### config.mk
export PLATFORM = sky130hd
export DESIGN_NAME = rf_write_arbiter
export DESIGN_NICKNAME = d
export VERILOG_FILES = /design/src/rtl/rf_write_arbiter.sv
export SDC_FILE = /design/constraint.sdc
export NUM_CORES = 1
export LEC_CHECK = 0
export BUFFER_PORTS_ARGS = -buffer_cell sky130_fd_sc_hd__buf_2
export CAP_MARGIN = 5
export CORE_MARGIN = 5
export CORE_UTILIZATION = 45
export DETAILED_ROUTE_END_ITERATION = 8
export HOLD_SLACK_MARGIN = 0.03
export PLACE_DENSITY_LB_ADDON = 0.3
export SYNTH_ARGS = -nofsm -noshare
export SYNTH_HDL_FRONTEND = slang
export SYNTH_SLANG_ARGS = --single-unit
### constraint.sdc
create_clock -name clk -period 2.1 [get_ports clk]
set_input_delay 0 -clock clk [delete_from_list [all_inputs] [get_ports clk]]
set_output_delay 0 -clock clk [all_outputs]
set_load 0.005 [all_outputs]
### src/rtl/rf_write_arbiter.sv
// Round-robin arbiter for two register-file write sources, with a per-register pending-write scoreboard and a commit counter.
// The RF write port is registered (latency 1). Readies are combinational, and a losing requester is held off until it wins a later cycle.
module rf_write_arbiter #(
    parameter int ADDR_W = 5,
    parameter int DATA_W = 32,
    parameter int CNT_W  = 16
) (
    input  logic              clk,
    input  logic              reset,
    input  logic              req0_valid,
    input  logic [ADDR_W-1:0] req0_addr,
    input  logic [DATA_W-1:0] req0_data,
    output logic              req0_ready,
    input  logic              req1_valid,
    input  logic [ADDR_W-1:0] req1_addr,
    input  logic [DATA_W-1:0] req1_data,
    output logic              req1_ready,
    input  logic              alloc_valid,
    input  logic [ADDR_W-1:0] alloc_addr,
    input  logic [ADDR_W-1:0] q1_addr,
    input  logic [ADDR_W-1:0] q2_addr,
    output logic              q1_busy,
    output logic              q2_busy,
    output logic              rf_we,
    output logic [ADDR_W-1:0] rf_wa,
    output logic [DATA_W-1:0] rf_wd,
    output logic [CNT_W-1:0]  commit_cnt
);
    localparam int NREG = 2 ** ADDR_W;

    typedef struct packed {
        logic [ADDR_W-1:0] addr;
        logic [DATA_W-1:0] data;
    } wr_t;

    wr_t             req0_wr;
    wr_t             req1_wr;
    wr_t             win_wr;
    logic            last_grant;   // 1 when source 1 won the most recent transfer
    logic            grant0;
    logic            grant1;
    logic            xfer;
    logic            commit;
    logic [NREG-1:0] pending;
    logic [NREG-1:0] pending_set;
    logic [NREG-1:0] pending_clr;

    assign req0_wr = '{addr: req0_addr, data: req0_data};
    assign req1_wr = '{addr: req1_addr, data: req1_data};

    always_comb begin
        grant0 = 1'b0;
        grant1 = 1'b0;
        if (!reset) begin
            if (req0_valid && req1_valid) begin
                grant0 = last_grant;
                grant1 = !last_grant;
            end else begin
                grant0 = req0_valid;
                grant1 = req1_valid;
            end
        end
    end

    assign req0_ready = grant0;
    assign req1_ready = grant1;
    assign xfer       = grant0 | grant1;
    assign win_wr     = grant1 ? req1_wr : req0_wr;
    // Writes to register 0 are accepted but dropped here.
    assign commit     = xfer && (win_wr.addr != '0);

    always_ff @(posedge clk) begin
        if (reset) begin
            last_grant <= 1'b1;
            rf_we      <= 1'b0;
            rf_wa      <= '0;
            rf_wd      <= '0;
        end else begin
            if (xfer) begin
                last_grant <= grant1;
            end
            rf_we <= commit;
            if (commit) begin
                rf_wa <= win_wr.addr;
                rf_wd <= win_wr.data;
            end
        end
    end

    // Set is applied after clear so a fresh allocation survives a same-edge commit.
    always_comb begin
        pending_set = '0;
        pending_clr = '0;
        if (alloc_valid) begin
            pending_set[alloc_addr] = 1'b1;
        end
        if (rf_we) begin
            pending_clr[rf_wa] = 1'b1;
        end
        pending_set[0] = 1'b0;
    end

    always_ff @(posedge clk) begin
        if (reset) begin
            pending <= '0;
        end else begin
            pending <= (pending & ~pending_clr) | pending_set;
        end
    end

    assign q1_busy = (q1_addr != '0) && pending[q1_addr];
    assign q2_busy = (q2_addr != '0) && pending[q2_addr];

    always_ff @(posedge clk) begin
        if (reset) begin
            commit_cnt <= '0;
        end else if (rf_we && (commit_cnt != '1)) begin
            commit_cnt <= commit_cnt + CNT_W'(1);
        end
    end
endmodule
==> impl_results.md, run 1 <==
- Met2 Track Usage GR: 0.390
- Core Box Area: 9730 sq um
- Met1 Resource Use GR: 0.277
- Clock Skew: 0.00873 ns
- Critical setup path kind: reg -> reg
- Largest net degree at the start of global routing: 68
- Most frequent cells in the layout: 150 x buf_2, 86 x dfxtp_1, 58 x nor2_1, 47 x dlygate4sd3_1, 41 x nand2_1
- XOR/XNOR Fraction of Synth Area: 0.0254
- Routed WL: 13.6 mm
- Port Buffer Count: 151
- Final slew viol count: 0
- GR peak layer: met2
- Finished Cell Area: 6040 sq um
- # rows: 36
- Syn Area/Cell: 9.38 sq um
- Post-route setup TNS: 0 ns
- Max Fclk: 504 MHz
- Mux share of post-synthesis cell area: 0.165
- Antenna cells: 0
- Hold endpoint: rf_wd[1]
- RR Startpoint: last_grant
- Post-Synthesis Cells: 478
- Commonest non-fill, non-tap cell in the layout: buf_2
- Synth Area in Simple Gates: 0.178
- Worst slew pin tran: 0.834 ns
- Remaining global-route overflow: 0
- Synthesized Nets: 573
- Die Span Y: 110 um
- Num CTS Buffers: 9
- Largest family of logic cells by synthesized area: compound AO/OA/AOI/OAI gates
- Placer Congestion: 0.776
- Max Fanout on Critical Path: 19
- Hold path depth: 3
- H-tree Lvls: 3
- Warnings from Yosys: 0
- Ports: 152
- Leak: 2.43 nW
- Min-delay src: req0_data[1]
- Via-per-instance ratio: 5.45
- DRT iter0 DRCs: 173
- PnR worst setup slack: 0.115 ns
- Starting Density: 0.461
- Max Cap Viol: 0
- Die ar.: 12,100 sq um
- Slew HR: 0.444
- Placement Cell Area: 5300 sq um
- Final setup fails: 0
- CP max stage cell: dlygate4sd3_1
- Maximum vdd drop: 0.426 mV
- # clock sinks: 86
- Die X: 110 um
- Drt first pass iters: 4
- Yosys reg bits: 86
- Outcome: finished, final reports clean
- Root Buffer: clkbuf_8
- Final net count: 756
- DR WL/cell: 17.1 um
- Critical Path Max Stage Delay: 0.61 ns
- Number of global-route vias before repair: 4,491
- Post-synth EDFFs: 0
- Synth Area in Compound Gates: 0.200
- Sequential share of the synthesized area: 0.384
- Worst setup EP type: flop
- CP startpoint kind: flop
- CP required: 2.30 ns
- Yosys cell types: 49
- Post-synthesis adder-cell area fraction: 0.00279
- Unrepaired setup endpoints after global routing: no
- Via count: 4,351
- Dominant synthesized flop cell: dfxtp_1
- Pwr per Cell Area: 635 nW/um^2
- Clock-pin slew on the worst setup and hold paths: 0.09 ns
- DRC Markers: 0
- FF-to-FF setup slack: 0.12 ns
- Final Hold Violating Endpoints: 0
- CTS tree: done
- Tot GR Track Use: 0.230
- Cells on worst reg2reg path: 6
- Syn-to-layout area delta: 34.8%
- Critical Path, Cell by Cell: nand2_1 > nor3b_4 > buf_12 > mux2i_1 > dlygate4sd3_1 > a211oi_2
- Met3 usage: 0.0564
- Period utilisation layout: 0.945
- R2R Path End: rf_wd[22]
- Layout cell share with drive strength beyond 1: 0.342
- Synthesized area: 4480 sq um
- Tmin final: 1.98 ns
- Worst hold slack: 0.00980 ns
- Tot Pwr: 3.84 mW
- Clk_lat worst skew: 0.36 ns
- Clock Path Buffers: 2
- Post-DRT Antenna Nets: 0
- Crit path DAT: 2.19 ns
- Hpwl dp: 8.98 mm
- Initial antenna violation count: 0
- Setup Slack @ Placement: 0.314 ns
- First-pass GRT wire length: 21.8 mm
- Worst hold path class: in -> reg
- Async S/R FF share, synth: 0
==> state kept, by name (all words and copies together) (netlist names) <==
signal,cells
pending,31
last_grant,1
commit_cnt,16
rf_wa,5
rf_we,1
rf_wd,32
==> critical path: cells and delay by family (launching register included) <==
kind	cells	cell delay (ns)
AOI/OAI and AO/OA	1	0.08
DFF	1	0.35
and+or+nand+nor	2	0.36
muxes	1	0.21
buffers and inverters	2	0.83
==> final cells by class <==
class,count,area (sq um)
repair buffers,205,1320
flip-flops and latches,86,1720
multi-input cells,356,2580
fillers,839,3680
inverters,3,11.3
clock buffers,12,165
clock inverters,4,76.3
well taps,133,166
==> metrics by stage <==
stage,utilization,cells
2_1_floorplan,-,478
3_3_place_gp,0.545,734
3_5_place_dp,0.545,734
4_1_cts,0.618,797
5_1_grt,0.621,799
6_report,0.621,799
==> power by group <==
| part | total [mW] | leakage (nW) | internal, mW | switching (mW) |
|---|---|---|---|---|
| sequential | 1.77 | 0.702 | 1.71 | 0.0587 |
| combinational | 0.701 | 1.61 | 0.345 | 0.356 |
| clock | 1.37 | 0.119 | 0.772 | 0.597 |
==> how the worst max path moves through the flow <==
stage                        startpoint             end  slack [ns]
after floorplan           commit_cnt[0]  commit_cnt[15]        0.51
after global placement    commit_cnt[0]  commit_cnt[15]        0.41
after detailed placement  commit_cnt[0]  commit_cnt[15]        0.31
after CTS                    last_grant        rf_wd[7]        0.11
after global routing         last_grant       rf_wd[11]        0.04
final                        last_grant       rf_wd[22]        0.12
==> metal layers <==
layer  up-vias  routed length [um]
li1       2100                   -
met1      2042                5400
met2       182                6820
met3        27                1090
met4         0                 318
met5         -                   0
==> what timing repair did <==
item / CTS / global route
hold endpoints to repair: 40 / 0
setup buffers: 0 / 1
gates resized for setup: 0 / 0
hold buffers: 47 / 0
setup endpoints to repair: 0 / 6
==> synthesized netlist by cell type (3+ instances only) <==
library cell  count  share of area
nand3b_1          5         0.0084
buf_4             4         0.0067
buf_2            10          0.011
a211oi_2         25          0.070
nand2_1          41          0.034
nor3b_1           6          0.010
nand4_1           5         0.0070
and3b_1           3         0.0059
a21oi_1          38          0.042
xor2_1            6          0.012
buf_1             4         0.0033
a211oi_1         13          0.022
nand2b_1          3         0.0042
nor2b_1           6         0.0084
nor2_1           58          0.049
dfxtp_1          86           0.38
mux2i_1          38          0.085
mux2_2            8          0.020
mux4_2           12          0.060
xnor2_1           7          0.014
inv_1             3         0.0025
clkbuf_1         10         0.0084
and3_1            3         0.0042
nor3_1            8         0.0089
buf_6             5          0.013
nand3_1           7         0.0078
o21ai_0          34          0.038
==> cells by family (layout without fill, tap and decap cells) <==
family,Yosys count,count (layout)
flip-flops,86,86
adder cells (fa/ha/maj),1,1
buffers and inverters,36,224
AO/OA/AOI/OAI,123,123
XOR/XNOR,13,13
multiplexers,58,58
AND/OR/NAND/NOR,161,161
(Power assumes the default switching activity.)
==> inputs of run 2 (changes only) <==
ABC_AREA = 1   (was not set)
==> impl_results.md, run 2 <==
- Clock Power Share: 0.346 (-0.011)
- Routed WL: 14.5 mm (+6.5%)
- Worst hold slack: 0.0352 ns (+0.0254 ns)
- Die X: 115 um (+4.5%)
- Via count: 5,502 (+26%)
- CP required: 2.34 ns (+0.04 ns)
- Tmin final: 1.86 ns (-0.128 ns)
- Pwr per Cell Area: 618 nW/um^2 (-2.6%)
- Synthesized area: 4940 sq um (+10%)
- Async S/R FF share, synth: 0 (unchanged)
- Post-Synthesis Cells: 816 (+71%)
- # clock sinks: 87 (+1.2%)
- Ports: 152 (unchanged)
- Port Buffer Count: 151 (unchanged)
- PnR worst setup slack: 0.243 ns (+0.128 ns)
- Root Buffer: clkbuf_8
- Slew HR: 0.507 (+0.0630)
- Max Fclk: 539 MHz (+6.9%)
- RR Startpoint: commit_cnt[1]
- Die Span Y: 115 um (+4.5%)
- Count leader, synth: nand2_1
- Max Cap Viol: 0 (unchanged)
- Via-per-instance ratio: 4.98 (-8.5%)
- Tot GR Track Use: 0.221 (-0.00845)
- Hpwl dp: 10.6 mm (+18%)
- Yosys cell types: 26 (-47%)
- Number of global-route vias before repair: 5,033 (+12%)
- Warnings from Yosys: 0 (unchanged)
- Area leader, netlist: dfxtp_1
- Final Hold Violating Endpoints: 0 (unchanged)
- Num CTS Buffers: 9 (unchanged)
- Core Box Area: 10,800 sq um (+11%)
- Synthesized Nets: 911 (+59%)
- Clock Skew: 0.00885 ns (+0.000121 ns)
- CP startpoint kind: flop
- Crit path DAT: 2.10 ns (-0.09 ns)
- Comb power frac: 0.182 (about the same)
- Post-DRT Antenna Nets: 0 (unchanged)
- DR WL/cell: 13.1 um (-23%)
- Util after Layout: 0.566 (-0.0554)
- Dominant synthesized flop cell: dfxtp_1
- Yosys reg bits: 87 (+1.2%)
- Leak: 3.03 nW (+25%)
- # rows: 38 (+5.6%)
- Worst slew pin tran: 0.737 ns (-0.0972 ns)
- Maximum vdd drop: 0.296 mV (-30%)
- Post-synth EDFFs: 0 (unchanged)
- Remaining global-route overflow: 0 (unchanged)
- Worst setup EP type: flop
- Finished Cell Area: 6110 sq um (+1.0%)
- Die ar.: 13,200 sq um (+9.3%)
- Placed insts: 1,080 (+47%)
- CTS tree: done
- Layout cell share with drive strength beyond 1: 0.194 (-0.148)
- Syn-to-layout area delta: 23.6%
- Ranking of synthesized cells by area: dfxtp_1 35%, nand2_1 19%, nand3_1 8.2%
- Sw power: 1.10 mW (+8.4%)
- DRC Markers: 0 (unchanged)
- Syn Area/Cell: 6.06 sq um (-35%)
- R2R Path End: commit_cnt[14]
- Min-delay src: req0_data[13]
- Sequential group share of total power: 0.472 (+0.012)
- Largest regs: pending: 32 flops, rf_wd: 32 flops, commit_cnt: 16 flops
- Starting Density: 0.458 (-0.00299)
- First-pass GRT wire length: 23.8 mm (+9.1%)
- Final setup fails: 0 (unchanged)
- Post-synth top area share: 0.352 (-0.0315)
- Hold path depth: 7 (+4)
- Sequential share of the synthesized area: 0.352 (-0.0315)
- Drt first pass iters: 5 (+1)
- Setup Slack @ Placement: 0.242 ns (-0.0719 ns)
- Internal power: 2.68 mW (-5.2%)
- Unrepaired setup endpoints after global routing: no
- Hold endpoint: rf_wd[13]
- DRT iter0 DRCs: 406 (+130%)
- Initial antenna violation count: 0 (unchanged)
- Final cell count without fillers: 1,104 (+38%)
- Placer Congestion: 0.851 (+9.7%)
- Post-route setup TNS: 0 ns (unchanged)
- Largest net degree at the start of global routing: 46 (-32%)
- Period utilisation layout: 0.884 (-0.0609)
- Clk_lat worst skew: 0.37 ns (about the same)
- H-tree Lvls: 3 (unchanged)
- Most frequent cells in the layout: 250 x nand2_1, 151 x buf_2, 99 x nor2_1, 87 x dfxtp_1, 84 x inv_1
- Max Fanout on Critical Path: 13 (-6)
- Final net count: 1,054 (+39%)
- Critical setup path kind: reg -> reg
- Commonest non-fill, non-tap cell in the layout: nand2_1
- Sw Share: 0.291 (+0.0268)
- Outcome: finished, final reports clean
- Placement Cell Area: 5800 sq um (+9.4%)
- FF-to-FF setup slack: 0.24 ns (+0.13 ns)
- Final slew viol count: 0 (unchanged)
- Cells on worst reg2reg path: 8 (+2)
- Clock Path Buffers: 2 (unchanged)
- Clock-pin slew on the worst setup and hold paths: 0.09 ns (about the same)
- Synth top cells by count: 250 x nand2_1, 99 x nor2_1, 87 x dfxtp_1
- Tot Pwr: 3.77 mW (-1.6%)
- Antenna cells: 0 (unchanged)
- Worst hold path class: in -> reg
==> run 2: cell count changes in the layout (fill, tap and decap cells not counted), sizes merged, moves of 38 or more <==
cell	delta
mux2i	-38
dlygate4sd3	-39
nand2	+209
nand3	+75
nor2	+44
inv	+85
==> run 2: kinds of logic (layout without fill, tap and decap cells) <==
| family | count (synthesis) | in the layout | synth area share |
|---|---|---|---|
| flip-flops | 87 | 87 | 0.352 |
| adder cells (fa/ha/maj) | 1 | 1 | 0.00253 |
| AO/OA/AOI/OAI | 140 | 140 | 0.149 |
| XOR/XNOR | 9 | 9 | 0.0160 |
| AND/OR/NAND/NOR | 454 | 454 | 0.376 |
| buffers and inverters | 125 | 273 | 0.103 |
==> run 2: repair_timing <==
item,CTS,global route
resized for setup,0,1
endpoints found under the hold margin,20,0
endpoints found under the setup margin,0,2
hold buffers,8,0
buffers inserted,0,0
==> run 2: per-layer routing <==
| layer | global-route usage | share of wire | wire length, um | vias to the layer above |
|---|---|---|---|---|
| li1 | - | - | - | 2884 |
| met1 | 0.291 | 0.43 | 6260 | 2394 |
| met2 | 0.354 | 0.45 | 6580 | 197 |
| met3 | 0.0642 | 0.096 | 1400 | 27 |
| met4 | 0.0649 | 0.019 | 279 | 0 |
| met5 | 0 | 0 | 0 | - |
==> run 2: final cells by class <==
type,count,area [sq um]
Tap cell,140,175
Inverter,87,327
Timing Repair Buffer,170,943
Fill cell,1125,4690
Clock inverter,7,95.1
Clock buffer,9,124
Multi-Input combinational cell,604,2700
Sequential cell,87,1740
==> run 2: critical path: stages (launching register included) <==
cell	delay [ns]
dfxtp_1	0.41
ha_1	0.22
nand3_1	0.17
nor3_2	0.26
nand3_1	0.11
nand2_1	0.14
inv_1	0.21
nand2_1	0.13
a21oi_1	0.06
==> run 2: worst max-delay path by stage <==
stage | from | endpoint | cells past startpoint
global placement | commit_cnt[1] | commit_cnt[14] | 8
CTS | last_grant | rf_wd[25] | 10
floorplan | commit_cnt[0] | commit_cnt[15] | 9
global route | commit_cnt[1] | commit_cnt[14] | 8
finish | commit_cnt[1] | commit_cnt[14] | 8
detailed placement | last_grant | rf_wd[22] | 10
==> run 2: power groups by stage <==
stage	sequential (mW)	clock, mW	combinational [mW]
4_1_cts	1.78	1.34	0.689
3_3_place_gp	1.82	0	0.670
5_1_grt	1.79	1.40	0.784
3_5_place_dp	1.82	0	0.675
2_1_floorplan	1.81	0	0.402
6_report	1.78	1.31	0.687
